**config.mk**
```make
export PLATFORM = sky130hd
export DESIGN_NAME = ps2_host_tx
export DESIGN_NICKNAME = d
export VERILOG_FILES = /design/src/rtl/ps2_host_tx.sv
export SDC_FILE = /design/constraint.sdc
export NUM_CORES = 1
export LEC_CHECK = 0
export ABC_AREA = 1
export BUFFER_PORTS_ARGS = -buffer_cell sky130_fd_sc_hd__clkbuf_2
export CAP_MARGIN = 0
export CORE_MARGIN = 2
export CORE_UTILIZATION = 45
export CTS_CLUSTER_DIAMETER = 150
export DETAILED_ROUTE_END_ITERATION = 10
export PLACE_DENSITY = 0.7
export SLEW_MARGIN = 30
export SYNTH_ARGS = -nofsm -noshare
export SYNTH_HDL_FRONTEND = slang
export SYNTH_SLANG_ARGS = --single-unit
```
**constraint.sdc**
```tcl
create_clock -name clk -period 1.6 [get_ports clk]
set_input_delay 0.16 -clock clk [delete_from_list [all_inputs] [get_ports clk]]
set_output_delay 0.16 -clock clk [all_outputs]
set_load 0.1 [all_outputs]
```
**src/rtl/ps2_host_tx.sv**
```systemverilog
// PS/2 host-to-device transmitter: inhibits the clock, issues request-to-send, then shifts
// one command byte plus odd parity out on device-generated clock falls and checks the ack.
module ps2_host_tx #(
    parameter int sysclk_frequency = 1000,
    parameter int inhibit_us       = 100,
    parameter int timeout_us       = 15000
) (
    input  logic       clk,
    input  logic       reset_n,
    input  logic       ps2_clk_in,
    input  logic       ps2_dat_in,
    output logic       ps2_clk_oe,
    output logic       ps2_dat_oe,
    input  logic [7:0] tx_data,
    input  logic       tx_req,
    output logic       tx_busy,
    output logic       tx_done,
    output logic       tx_error,
    output logic [2:0] fsm_state
);

    localparam int INHIBIT_CYCLES = sysclk_frequency * inhibit_us / 10;
    localparam int TIMEOUT_CYCLES = sysclk_frequency * timeout_us / 10;
    localparam int INH_W          = $clog2(INHIBIT_CYCLES + 1);
    localparam int TO_W           = $clog2(TIMEOUT_CYCLES + 1);

    typedef enum logic [2:0] {
        S_IDLE     = 3'd0,
        S_INHIBIT  = 3'd1,
        S_RTS      = 3'd2,
        S_SHIFT    = 3'd3,
        S_ACK      = 3'd4,
        S_WAITIDLE = 3'd5,
        S_ERROR    = 3'd6
    } state_t;

    state_t             state;
    logic [8:0]         shreg;
    logic [3:0]         bitcnt;
    logic [INH_W-1:0]   inh_cnt;
    logic [TO_W-1:0]    to_cnt;

    logic [1:0]         clk_sync, dat_sync;
    logic [3:0]         clk_hist, dat_hist;
    logic               clk_filt, dat_filt, clk_filt_q;
    logic               clk_fall;
    logic               timed_state;
    logic               timed_out;

    // Majority of four with hysteresis: a 2/2 split keeps the previous value.
    function automatic logic majority(input logic [3:0] h, input logic cur);
        logic [2:0] n;
        n = 3'(h[0]) + 3'(h[1]) + 3'(h[2]) + 3'(h[3]);
        if (n >= 3'd3)
            return 1'b1;
        else if (n <= 3'd1)
            return 1'b0;
        else
            return cur;
    endfunction

    // Idle bus is high, so the input pipeline resets to 1 to avoid a phantom fall.
    always_ff @(posedge clk or negedge reset_n) begin
        if (!reset_n) begin
            clk_sync   <= 2'b11;
            dat_sync   <= 2'b11;
            clk_hist   <= 4'hF;
            dat_hist   <= 4'hF;
            clk_filt   <= 1'b1;
            dat_filt   <= 1'b1;
            clk_filt_q <= 1'b1;
        end else begin
            clk_sync   <= {clk_sync[0], ps2_clk_in};
            dat_sync   <= {dat_sync[0], ps2_dat_in};
            clk_hist   <= {clk_hist[2:0], clk_sync[1]};
            dat_hist   <= {dat_hist[2:0], dat_sync[1]};
            clk_filt   <= majority(clk_hist, clk_filt);
            dat_filt   <= majority(dat_hist, dat_filt);
            clk_filt_q <= clk_filt;
        end
    end

    assign clk_fall    = clk_filt_q & ~clk_filt;
    assign timed_state = (state == S_RTS) || (state == S_SHIFT) ||
                         (state == S_ACK) || (state == S_WAITIDLE);
    // ERROR costs one more cycle before the pulse, so trip one count early to land
    // tx_error exactly timeout_cycles after entering RTS.
    assign timed_out   = timed_state && (to_cnt == TO_W'(TIMEOUT_CYCLES - 2));
    assign fsm_state   = state;

    always_ff @(posedge clk or negedge reset_n) begin
        if (!reset_n) begin
            state      <= S_IDLE;
            shreg      <= '0;
            bitcnt     <= '0;
            inh_cnt    <= '0;
            to_cnt     <= '0;
            ps2_clk_oe <= 1'b0;
            ps2_dat_oe <= 1'b0;
            tx_busy    <= 1'b0;
            tx_done    <= 1'b0;
            tx_error   <= 1'b0;
        end else begin
            tx_done  <= 1'b0;
            tx_error <= 1'b0;
            if (timed_state)
                to_cnt <= to_cnt + 1'b1;

            case (state)
                S_IDLE: begin
                    ps2_clk_oe <= 1'b0;
                    ps2_dat_oe <= 1'b0;
                    if (tx_req && !tx_busy) begin
                        shreg      <= {~^tx_data, tx_data};
                        inh_cnt    <= '0;
                        ps2_clk_oe <= 1'b1;
                        tx_busy    <= 1'b1;
                        state      <= S_INHIBIT;
                    end
                end
                S_INHIBIT: begin
                    if (inh_cnt == INH_W'(INHIBIT_CYCLES - 1)) begin
                        ps2_clk_oe <= 1'b0;
                        ps2_dat_oe <= 1'b1;
                        to_cnt     <= '0;
                        state      <= S_RTS;
                    end else begin
                        inh_cnt <= inh_cnt + 1'b1;
                    end
                end
                S_RTS: begin
                    if (clk_fall) begin
                        ps2_dat_oe <= ~shreg[0];
                        shreg      <= {1'b0, shreg[8:1]};
                        bitcnt     <= 4'd1;
                        state      <= S_SHIFT;
                    end
                end
                S_SHIFT: begin
                    if (clk_fall) begin
                        if (bitcnt == 4'd9) begin
                            ps2_dat_oe <= 1'b0;
                            state      <= S_ACK;
                        end else begin
                            ps2_dat_oe <= ~shreg[0];
                            shreg      <= {1'b0, shreg[8:1]};
                            bitcnt     <= bitcnt + 1'b1;
                        end
                    end
                end
                S_ACK: begin
                    if (clk_fall)
                        state <= dat_filt ? S_ERROR : S_WAITIDLE;
                end
                S_WAITIDLE: begin
                    if (clk_sync[1] && dat_sync[1]) begin
                        tx_done <= 1'b1;
                        tx_busy <= 1'b0;
                        state   <= S_IDLE;
                    end
                end
                S_ERROR: begin
                    ps2_clk_oe <= 1'b0;
                    ps2_dat_oe <= 1'b0;
                    tx_error   <= 1'b1;
                    tx_busy    <= 1'b0;
                    state      <= S_IDLE;
                end
                default: begin
                    ps2_clk_oe <= 1'b0;
                    ps2_dat_oe <= 1'b0;
                    tx_busy    <= 1'b0;
                    state      <= S_IDLE;
                end
            endcase

            // Timeout overrides whatever the bit logic decided this cycle.
            if (timed_out) begin
                ps2_clk_oe <= 1'b0;
                ps2_dat_oe <= 1'b0;
                state      <= S_ERROR;
            end
        end
    end

endmodule

```
# == Yosys cells after proc, flatten, opt, wreduce, memory -nomap -nowiden ==
# Cells that the tools add are included.
# word_totals
reg_bits,71
inputBits,13
word_cells,127
output_inout_bits,8
# classes
n_mux,45
n_reduce_logical,24
n_addsub,9
n_lt_le_gt_ge,4
n_eq_ne,24
bitwise_logic,4
# ops
operator,n
$mux W21,3
$mux W9,4
$mux W14,2
$pmux W14 S2,1
$pmux W9 S3,1
$mux W3,8
$add A21 B1 Y21 const B,1
$eq A21 B21 Y1 const B,1
$pmux W3 S6,1
$mux W1,17
$ne A3 B3 Y1 const B,5
$add A14 B1 Y14 const B,1
$eq A14 B14 Y1 const B,1
$mux W4,3
$ne A2 B2 Y1 const B,5
$eq A3 B3 Y1 const B,3
$pmux W4 S2,1
$reduce_and A4 Y1,2
$reduce_bool A2 Y1,4
$reduce_or A4 Y1,2
$reduce_xnor A8 Y1,1
$reduce_and A7 Y1,1
$add A2 B1 Y3,2
$add A3 B1 Y3,2
23 further kinds,38

# == Logic depth before layout (Yosys ltp) ==
# Gate-level depths: netlist of the first run.
# logic_depth
depth_word,7
mapped_depth,11
mapped_depth_nobuf,11

# == Least setup slack after synthesis of the first run ==
# OpenSTA, ideal clock, no wires.
# synth_timing
kind,register to register
start,register state[0] (netlist: fsm_state[0])
end,register to_cnt[18]
required_time_ns,1.479
stages_incl_launch_ff,9
period_less_slack_ns,2.067
setup_slack_ns,-0.467
setup_time_ns,0.121
n_path_buf,1
t_arrival_ns,1.946
path_cell_list,dfrtp_1 -> buf_4 -> nand3_2 -> nand3_4 -> nand2_2 -> inv_2 -> nand3_2 -> o21ai_0 -> nor2_1
# synth_via
elab_chain_len,7
word_cells_on_any_way,11
classes_between,eq/ne: 5; mux: 3; reduce/logical: 3
# synth_rtl
item,line,source
start: declaration,37,state_t state;
start signal: assignment,153,state <= dat_filt ? S_ERROR : S_WAITIDLE;
$eq A3 B2 Y1,84,assign timed_state = (state == S_RTS) || (state == S_SHIFT) ||
$logic_or A1 B1 Y1 (2 in series),84,
$logic_or A1 B1 Y1,85,(state == S_ACK) || (state == S_WAITIDLE);
$mux W21,106,if (timed_state)
$mux W21,122,if (inh_cnt == INH_W'(INHIBIT_CYCLES - 1)) begin
$mux W21 (*),109,case (state)
end signal: assignment,107,to_cnt <= to_cnt + 1'b1;
end: declaration,41,logic [TO_W-1:0] to_cnt;
# Every way passes the cells marked *; elsewhere a longest branch is shown, timed or not.
# A chain may end at the register's enable or synchronous reset.

# == Worst setup path in the final report of the first run ==
# layout_timing
start,register clk_hist[3]
end,register clk_filt
# layout_via
elab_chain_len,3
word_cells_on_any_way,5
classes_between,add/sub: 1; order compare: 2; mux: 1; reduce/logical: 1
# layout_rtl
item,line,source
start: declaration,44,"logic [3:0] clk_hist, dat_hist;"
start signal: assignment,75,"clk_hist <= {clk_hist[2:0], clk_sync[1]};"
$add A3 B1 Y3 (*),53,n = 3'(h[0]) + 3'(h[1]) + 3'(h[2]) + 3'(h[3]);
$ge A3 B2 Y1 or $le A3 B1 Y1 (tied branches),"54, 56",
$mux W1 or $reduce_bool A2 Y1 (tied branches),n/a,
end signal: assignment,77,"clk_filt <= majority(clk_hist, clk_filt);"
end: declaration,45,"logic clk_filt, dat_filt, clk_filt_q;"
# Marks and branches as above.

==> results of run 1 <==
[how the worst max path moves through the flow]
stage,start,endpoint,slack [ns],cells after the start
finish,clk_hist[3]$_DFF_PN1_,clk_filt$_DFFE_PN1P_,-0.08,5
global route,to_cnt[0]$_DFF_PN0_,fsm_state[0]$_DFFE_PN0P_,-0.13,9
CTS,clk_hist[1]$_DFF_PN1_,clk_filt$_DFFE_PN1P_,-0.10,5
detailed placement,clk_hist[1]$_DFF_PN1_,clk_filt$_DFFE_PN1P_,-0.11,5
global placement,dat_hist[1]$_DFF_PN1_,dat_filt$_DFFE_PN1P_,-0.04,5
floorplan,fsm_state[0]$_DFFE_PN0P_,shreg[7]$_DFFE_PN0P_,-0.1,9
[worst min-delay path, stage by stage]
cell and delay [ns]:
clkbuf_2 0.10, nand2_1 0.06, a31oi_1 0.07
[where the power goes]
group	switching, uW	internal, uW
Combinational	2620	1670
Sequential	448	2250
Clock	681	960
Total	3750	4880
[state kept, by name, summed over array words and instances, names as in the netlist]
signal,count
shreg,9
dat_hist,4
fsm_state,3
dat_filt,1
ps2_dat_oe,1
bitcnt,4
clk_sync,2
clk_filt,1
ps2_clk_oe,1
clk_hist,4
inh_cnt,14
to_cnt,21
tx_busy,1
dat_sync,2
clk_filt_q,1
tx_done,1
tx_error,1
[through the flow]
| step | setup WS, ns | setup TNS, ns | total power [uW] |
|---|---|---|---|
| 6_report | -0.0786 | -0.221 | 8630 |
| 5_1_grt | -0.126 | -2.01 | 9140 |
| 4_1_cts | -0.105 | -0.178 | 7820 |
| 3_5_place_dp | -0.107 | -0.222 | 6130 |
| 3_3_place_gp | -0.0352 | -0.0573 | 6020 |
| 2_1_floorplan | -0.0956 | -1.87 | 5350 |
[area by class of cell]
cell class	instances	area share [%]
multi-input combinational	332	42.8
sequential	71	35.0
timing repair buffer	64	10.0
inverter	63	5.11
clock buffer	11	2.93
tap	108	2.61
clock inverter	5	1.55
[per-layer routing]
metal / track usage, % / vias up / wire, um
met5: 0 / - / 0
met4: 4.32 / 0 / 51
met3: 5.04 / 4 / 346
met2: 30.4 / 57 / 4500
met1: 23.9 / 1629 / 3970
li1: - / 1684 / -
[logic make-up (layout without fill, tap and decap cells)]
kind of cell / after synthesis / count (layout) / share of synthesized area [%]
simple gates: 227 / 227 / 27.3
compound gates: 73 / 73 / 10.9
flops: 71 / 71 / 44.7
buf+inv: 71 / 143 / 8.28
xor+xnor: 17 / 17 / 3.71
fa+ha+maj: 15 / 15 / 5.05
[what timing repair did]
item                                    CTS  global route
hold buffers                              3             0
hold endpoints to repair                 58             0
gates cloned                              0             1
resized for setup                         3            75
setup buffers                             0            16
endpoints found under the setup margin    6            47
pin swaps                                 4            27
[placed cells by master, fill, tap and decap left out, drive strengths merged, types with 3 or more instances in the layout]
| master | n |
|---|---|
| nor3 | 19 |
| ha | 13 |
| dfrtp | 56 |
| dfstp | 15 |
| clkbuf | 28 |
| nand4 | 8 |
| xnor2 | 7 |
| a21oi | 23 |
| dlygate4sd3 | 3 |
| xor2 | 10 |
| o22ai | 3 |
| nand3 | 35 |
| buf | 44 |
| o21ai | 32 |
| nor2 | 61 |
| nand2 | 101 |
| a31oi | 12 |
| inv | 63 |
==> impl_results.md, run 1 <==
- Setup slack after layout: -0.0786 ns
- DR vias/cell: 5.16
- Outcome: complete, but fails checks
- RSZ-0062 raised after global routing: true
- Hold worst-path end: shreg[0]$_DFFE_PN0P_
- Synth top area share: 34.9%
- Worst-Skew Late Latency: 0.34 ns
- Number of synthesized register bits: 71
- Final Cell Area: 5170 sq um
- Multi-input logic area: 2210 sq um
- Largest net degree at the start of global routing: 72
- Cells after synthesis: 474
- H-Tree Depth: 3
- Hold_sp: tx_data[0]
- Cell area power density: 1670 nW/um^2
- Register Area: 1810 sq um
- Cell Chain, Critical Path: fa_1, ha_4, ha_4, a31oi_4, o21ai_1
- Hold_ws: 0.0830 ns
- Core Util, Final: 59.6%
- Async SR Flop Fraction: 100%
- Nature of the critical path endpoint: flip-flop
- Most frequent cells after synthesis: nand2_1, dfrtp_1, inv_1
- Tmin final: 1.68 ns
- Bufs on Longest Clock Path: 2
- Nets: 569
- Layout fillers: 732
- CTS Buf Count: 9
- # Max-Cap Violations: 0
- Slew HR: 64.1%
- HP Class: in2reg
- Final count of negative-setup-slack endpoints: 10
- GP Congestion: 0.929
- Die extent in x: 98.5 um
- Aggregate global routing overflow: 0
- Clock Sinks: 71
- Rows: 34
- Critical path's largest stage delay: 0.54 ns
- Failing checks: setup timing
- Chip Height: 98.5 um
- Critical path buffer and inverter count: 0
- Required @ worst endpoint: 1.87 ns
- Number of synthesized flops with an enable pin: 0
- TritonCTS clock tree: done
- R2R Path End: clk_filt$_DFFE_PN1P_
- Root buffer cell: clkbuf_8
- Sequential area share after synthesis: 44.7%
- CP delay by family, top: adder cells
- Largest cells by area after synthesis: dfrtp_1, dfstp_2, nand2_1
- Placed cells: 618
- PortBufs: 20
- VDD IR-drop max: 0.000828 V
- Placed Area: 4480 sq um
- Setup CP Type: reg2reg
- Post-DP HPWL: 6.09 mm
- Warnings from Yosys: 0
- Final cell count without fillers: 654
- DR iter-0 viols: 148
- Mapped Avg Cell Area: 8.48 sq um
- Starting density of the core: 46.3%
- Slowest-stage cell, CP: dfstp_2
- Final period utilization: 105%
- FF-to-FF setup slack: -0.08 ns
- First-pass GRT wire length: 14.4 mm
- Routed wire length: 8.87 mm
- Syn_nets: 502
- Initial antenna violation count: 0
- Total track usage: 18.3%
- Final ANT Viol Nets: 0
- Avg WL per Cell: 13.6 um
- Startpoint class of the critical path: flip-flop
- Worst slew pin tran: 0.541 ns
- Critical R2R Launch: clk_hist[3]$_DFF_PN1_
- Top FF cell, synth: dfrtp_1
- Fin Clk Skew: 0.00582 ns
- Final slew viol count: 0
- Via Count: 3,374
- Worst path most repeated cell: ha_4
- Core Region: 8680 sq um
- Critical Path AT: 1.95 ns
- Hold Path Stages: 3
- Die ar.: 9700 sq um
- Clock Pin Slew Worst Setup and Hold Paths: 0.08 ns
- Leak: 0.00227 uW
- Worst-case reg-to-reg path depth: 5
- Ant. Diodes: 0
- IO Count: 21
- Layout area overhead: 28.7%
- Most common cell in the netlist: nand2_1
- Layout cells sized above 1: 35.2%
- 1st-pass router iterations: 4
- Vias in the first global route: 3,170
- Post-synthesis cell area: 4020 sq um
- Final Hold Viols: 0
- Fmax: 0.596 GHz
- Cell variety after synth: 38
- Crit path max fanout: 3
- Post-route DRC violation count: 0
- Cell taking the most area after synthesis: dfrtp_1
(Power assumes the default switching activity.)
==> run 2, diff against run 1 <==
--- a/config.mk
+++ b/config.mk
@@ -5,7 +5,6 @@
 export SDC_FILE = /design/constraint.sdc
 export NUM_CORES = 1
 export LEC_CHECK = 0
-export ABC_AREA = 1
 export BUFFER_PORTS_ARGS = -buffer_cell sky130_fd_sc_hd__clkbuf_2
 export CAP_MARGIN = 0
 export CORE_MARGIN = 2
==> constraint.sdc (replaced) <==
create_clock -name clk -period 1.6 [get_ports clk]
set_input_delay 0.48 -clock clk [delete_from_list [all_inputs] [get_ports clk]]
set_output_delay 0.48 -clock clk [all_outputs]
set_load 0.1 [all_outputs]
==> impl_results.md, run 2 <==
- DR iter-0 viols: 132
- Ant. Diodes: 0
- Total track usage: 20.1%
- Critical Path AT: 2.07 ns
- Cells after synthesis: 369
- Clock Sinks: 71
- Worst-case reg-to-reg path depth: 4
- Tmin final: 1.80 ns
- Outcome: complete, but fails checks
- Final cell count without fillers: 580
- Met3 Use GR: 3.67%
- Met1 usage: 25.3%
- Routed wire length: 8.62 mm
- Most common cell in the netlist: dfrtp_1
- Cell area power density: 848 nW/um^2
- Largest cells by area after synthesis: dfrtp_1, dfstp_2, ha_1
- RSZ-0062 raised after global routing: true
- Hold buffers post-CTS: 0
- Core Region: 8090 sq um
- Via Count: 3,044
- Fmax: 0.557 GHz
- Met2 Use GR: 34.0%
- Largest net degree at the start of global routing: 72
- IO Count: 21
- DR vias/cell: 5.25
- Chip Height: 94.8 um
- Final period utilization: 112%
- Post-synthesis cell area: 3710 sq um
- GP Congestion: 0.833
- Most frequent cells after synthesis: dfrtp_1, nand2_1, nor2_1
- Die extent in x: 94.8 um
- Failing checks: setup timing
- Slew HR: 74.7%
- Most frequent cells in the layout: buf_4, dfrtp_1, nand2_1, nor2_1, xnor2_1
- Number of synthesized flops with an enable pin: 0
- HP Class: in2async
- Final ANT Viol Nets: 0
- H-Tree Depth: 3
- FF-to-FF setup slack: -0.20 ns
- Required @ worst endpoint: 1.87 ns
- Cell taking the most area after synthesis: dfrtp_1
- Biggest regs: to_cnt (21), inh_cnt (14), shreg (9)
- Nets: 498
- Vias in the first global route: 3,119
- Die ar.: 8990 sq um
- # Max-Cap Violations: 0
- Post-route DRC violation count: 0
- Post-DP HPWL: 5.49 mm
- Fin Clk Skew: 0.0131 ns
- Final Cell Area: 5260 sq um
- Rows: 33
- PortBufs: 20
- Grt peak-use layer: met2
- Aggregate global routing overflow: 0
- Setup CP Type: reg2reg
- Placed cells: 546
- Largest Register: to_cnt
- Starting density of the core: 45.9%
- Mapped Avg Cell Area: 10.1 sq um
- Setup slack after layout: -0.196 ns
- Startpoint class of the critical path: flip-flop
- Crit path max fanout: 4
- Worst-Skew Late Latency: 0.36 ns
- R2R Path End: inh_cnt[13]$_DFFE_PN0P_
- Warnings from Yosys: 0
- Number of synthesized register bits: 71
- Clock Pin Slew Worst Setup and Hold Paths: 0.07 ns
- Avg WL per Cell: 14.9 um
- Cell variety after synth: 57
- Top FF cell, synth: dfrtp_1
- Final slew viol count: 0
- Layout cells sized above 1: 43.4%
- Placed Area: 4610 sq um
- TritonCTS clock tree: done
- Setup tns final: -3.92 ns
- First-pass GRT wire length: 14.1 mm
- Root buffer cell: clkbuf_8
- Nature of the critical path endpoint: flip-flop
- Syn_nets: 397
- Worst slew pin tran: 0.377 ns
- Layout fillers: 615
- Final Hold Viols: 0
- VDD IR-drop max: 0.000519 V
- Commonest non-fill, non-tap cell in the layout: buf_4
- Tot Pwr: 4460 uW
- Critical R2R Launch: fsm_state[1]$_DFFE_PN0P_
- Layout area overhead: 41.5%
- Core Util, Final: 64.9%
- Leak: 0.00231 uW
- Max reg flops: 21
- CTS Buf Count: 9
- Final count of negative-setup-slack endpoints: 51
- Initial antenna violation count: 0
- Synth top area share: 37.7%
- Bufs on Longest Clock Path: 2
- Async SR Flop Fraction: 100%
- 1st-pass router iterations: 4
- Sequential area share after synthesis: 48.3%
run 2: cell types whose count changed after synthesis, moves of 11 or more:
cell | previous run | this run
o21ai_0 | 25 | 13
inv_1 | 55 | 13
xnor2_1 | 7 | 18
nand2_1 | 95 | 39
nand3_1 | 30 | 16
run 2: worst max path at each step:
stage	slack, ns	from	cells past startpoint	endpoint
3_5_place_dp	-0.24	to_cnt[16]$_DFF_PN0_	4	ps2_dat_oe$_DFFE_PN0P_
5_1_grt	-0.26	to_cnt[18]$_DFF_PN0_	5	ps2_dat_oe$_DFFE_PN0P_
2_1_floorplan	-0.40	fsm_state[0]$_DFFE_PN0P_	5	inh_cnt[13]$_DFFE_PN0P_
3_3_place_gp	-0.20	tx_req	6	inh_cnt[13]$_DFFE_PN0P_
4_1_cts	-0.20	inh_cnt[6]$_DFFE_PN0P_	7	fsm_state[1]$_DFFE_PN0P_
6_report	-0.20	fsm_state[1]$_DFFE_PN0P_	4	inh_cnt[13]$_DFFE_PN0P_
run 2: stage by stage:
step	hold slack (ns)	worst slack [ns]
finish	0.141	-0.196
global route	0.173	-0.259
CTS	0.152	-0.195
detailed placement	0.347	-0.236
global placement	0.345	-0.198
floorplan	0.184	-0.397
run 2: cells by family after synthesis:
group,Yosys count,synth area share (%)
mux,6,1.62
flops,71,48.3
xor+xnor,32,7.55
buf+inv,27,3.74
fa+ha+maj,15,5.46
simple gates,170,24.7
compound gates,48,8.56
run 2: final cells by class:
type	instances	area, sq um	area share [%]
Clock buffer	14	205	3.90
Clock inverter	2	15.0	0.286
Inverter	13	48.8	0.929
Multi-Input combinational cell	271	2090	39.9
Sequential cell	71	1810	34.4
Tap cell	105	131	2.50
Timing Repair Buffer	104	952	18.1
run 2: worst max-delay path, stage by stage (launching register included):
cell and delay, ns:
dfrtp_4 0.51, or4_4 0.54, a211oi_4 0.28, and3_1 0.21, mux2i_1 0.17
run 2: report_power, final:
part	switching, uW	leakage (uW)	internal, uW
Clock	694	0.000114	845
Sequential	120	0.000881	1970
Combinational	421	0.00131	408
Total	1230	0.00231	3220
run 2: what timing repair did:
item | 4_1_cts | 5_1_grt
gates resized for setup | 15 | 42
setup buffers | 7 | 8
pin swaps | 10 | 16
endpoints found under the setup margin | 55 | 55
gates cloned | 0 | 3
run 2: per-layer routing:
layer  vias up  wire length (um)
met5         -                 0
met4         0               143
met3        13               201
met2        39              4460
met1      1501              3810
li1       1491                 -
==> run 3, diff against run 2 <==
--- a/config.mk
+++ b/config.mk
@@ -7,11 +7,13 @@
 export LEC_CHECK = 0
 export BUFFER_PORTS_ARGS = -buffer_cell sky130_fd_sc_hd__clkbuf_2
 export CAP_MARGIN = 0
+export CELL_PAD_IN_SITES_DETAIL_PLACEMENT = 1
+export CELL_PAD_IN_SITES_GLOBAL_PLACEMENT = 1
 export CORE_MARGIN = 2
 export CORE_UTILIZATION = 45
 export CTS_CLUSTER_DIAMETER = 150
 export DETAILED_ROUTE_END_ITERATION = 10
-export PLACE_DENSITY = 0.7
+export PLACE_DENSITY = 0.81
 export SLEW_MARGIN = 30
 export SYNTH_ARGS = -nofsm -noshare
 export SYNTH_HDL_FRONTEND = slang
==> constraint.sdc (replaced) <==
create_clock -name clk -period 1.7 [get_ports clk]
set_input_delay 0.51 -clock clk [delete_from_list [all_inputs] [get_ports clk]]
set_output_delay 0.51 -clock clk [all_outputs]
set_load 0.1 [all_outputs]
==> impl_results.md, run 3 (synthesis results as in run 2) <==
- Chip Height: 94.8 um
- TritonCTS clock tree: done
- Avg WL per Cell: 26.0 um
- Required @ worst endpoint: 1.96 ns
- R2R Path End: to_cnt[14]$_DFF_PN0_
- Worst-Skew Late Latency: 0.38 ns
- RSZ-0062 raised after global routing: true
- Worst-case reg-to-reg path depth: 9
- Final slew viol count: 0
- Fmax: 0.525 GHz
- Commonest non-fill, non-tap cell in the layout: buf_4
- Tmin final: 1.90 ns
- Bufs on Longest Clock Path: 2
- Outcome: complete, but fails checks
- Total track usage: 27.5%
- VDD IR-drop max: 0.000703 V
- Final Hold Viols: 0
- IO Count: 21
- Crit path max fanout: 9
- Clock Pin Slew Worst Setup and Hold Paths: 0.08 ns
- Leak: 0.00241 uW
- Layout area overhead: 47.6%
- First-pass GRT wire length: 18.5 mm
- 1st-pass router iterations: 4
- Setup slack after layout: -0.204 ns
- Worst slew pin tran: 0.559 ns
- Final ANT Viol Nets: 0
- Slew HR: 62.9%
- Setup CP Type: reg2reg
- Tot Pwr: 4490 uW
- FF-to-FF setup slack: -0.20 ns
- CTS Buf Count: 9
- Nature of the critical path endpoint: flip-flop
- GP Congestion: 0.787
- Largest net degree at the start of global routing: 23
- Final period utilization: 112%
- Die ar.: 8990 sq um
- Most frequent cells in the layout: buf_4, dfrtp_1, nand2_1, nor2_1, dfstp_2
- DR iter-0 viols: 158
- Rows: 33
- Nets: 499
- Layout fillers: 838
- Die extent in x: 94.8 um
- Biggest regs: to_cnt (21), inh_cnt (14), shreg (9)
- Post-DP HPWL: 7.11 mm
- Routed wire length: 15.1 mm
- Post-route DRC violation count: 0
- Initial antenna violation count: 0
- Final count of negative-setup-slack endpoints: 49
- Max reg flops: 21
- Failing checks: setup timing
- Ant. Diodes: 0
- Cell area power density: 819 nW/um^2
- Largest Register: to_cnt
- H-Tree Depth: 3
- Layout cells sized above 1: 48.1%
- DR vias/cell: 5.90
- Via Count: 3,426
- Core Region: 8090 sq um
- HP Class: in2async
- Critical R2R Launch: fsm_state[2]$_DFFE_PN0P_
- Fin Clk Skew: 0.0120 ns
- Vias in the first global route: 3,601
- Startpoint class of the critical path: flip-flop
- Starting density of the core: 45.9%
- Core Util, Final: 67.7%
- Root buffer cell: clkbuf_8
- PortBufs: 20
- Clock Sinks: 71
- Hold buffers post-CTS: 0
- Critical Path AT: 2.16 ns
- # Max-Cap Violations: 0
- Aggregate global routing overflow: 0
-- run 3: cell count changes in the layout (fill, tap and decap cells not counted), sizes merged --
cell | before | now
clkinv | 0 | 2
clkbuf | 27 | 28
inv | 15 | 12
buf | 91 | 90
clkinvlp | 0 | 1
bufinv | 0 | 1
-- run 3: cell type report --
cell class | count | area [sq um] | area share, %
clock inverters | 3 | 43.8 | 0.799
clock buffers | 13 | 201 | 3.68
multi-input cells | 271 | 2290 | 41.8
well taps | 105 | 131 | 2.40
repair buffers | 105 | 950 | 17.3
inverters | 13 | 52.6 | 0.959
flip-flops and latches | 71 | 1810 | 33.0
-- run 3: worst max-delay path, cell delays in order (launching register included) --
cell and delay, ns:
dfrtp_4 0.53, buf_4 0.16, xor2_2 0.20, buf_6 0.15
nand4_1 0.10, buf_6 0.18, buf_4 0.15, nor3_4 0.12
xnor2_1 0.13, nor2_1 0.06
-- run 3: layer usage --
metal	global-route usage [%]	up-vias	share of wire, %
met1	31.6	1795	39
met5	0	-	0
li1	-	1485	-
met4	13.3	0	4.4
met3	5.35	48	3.7
met2	48.9	98	53
-- run 3: timing repair --
action / in CTS / in global routing
gates resized for setup: 37 / 68
gates cloned: 0 / 3
setup endpoints to repair: 45 / 50
pin swaps: 14 / 26
setup buffers: 17 / 15
-- run 3: where the power goes --
group          total [uW]  internal [uW]  switching, uW
sequential           1990           1850            136
clock                1680            938            744
combinational         813            359            454
total                4490           3150           1330
-- run 3: how the worst max path moves through the flow --
stage / startpoint / to / slack, ns / cells past startpoint
floorplan: fsm_state[0]$_DFFE_PN0P_ / inh_cnt[13]$_DFFE_PN0P_ / -0.30 / 5
global placement: tx_req / inh_cnt[13]$_DFFE_PN0P_ / -0.16 / 6
detailed placement: tx_req / inh_cnt[13]$_DFFE_PN0P_ / -0.25 / 6
CTS: fsm_state[0]$_DFFE_PN0P_ / inh_cnt[13]$_DFFE_PN0P_ / -0.11 / 4
global route: fsm_state[1]$_DFFE_PN0P_ / inh_cnt[13]$_DFFE_PN0P_ / -0.25 / 4
finish: fsm_state[2]$_DFFE_PN0P_ / to_cnt[14]$_DFF_PN0_ / -0.20 / 9
-- run 3: stage by stage --
step,TNS (ns),worst slack (ns),instance area [sq um],hold WS (ns),std cells
2_1_floorplan,-10.32,-0.297,3860,0.214,369
3_3_place_gp,-1.22,-0.162,4460,0.345,530
3_5_place_dp,-3.28,-0.245,4460,0.347,530
4_1_cts,-0.604,-0.113,4990,0.142,563
5_1_grt,-7.62,-0.253,5480,0.161,581
6_report,-5.52,-0.204,5480,0.116,581
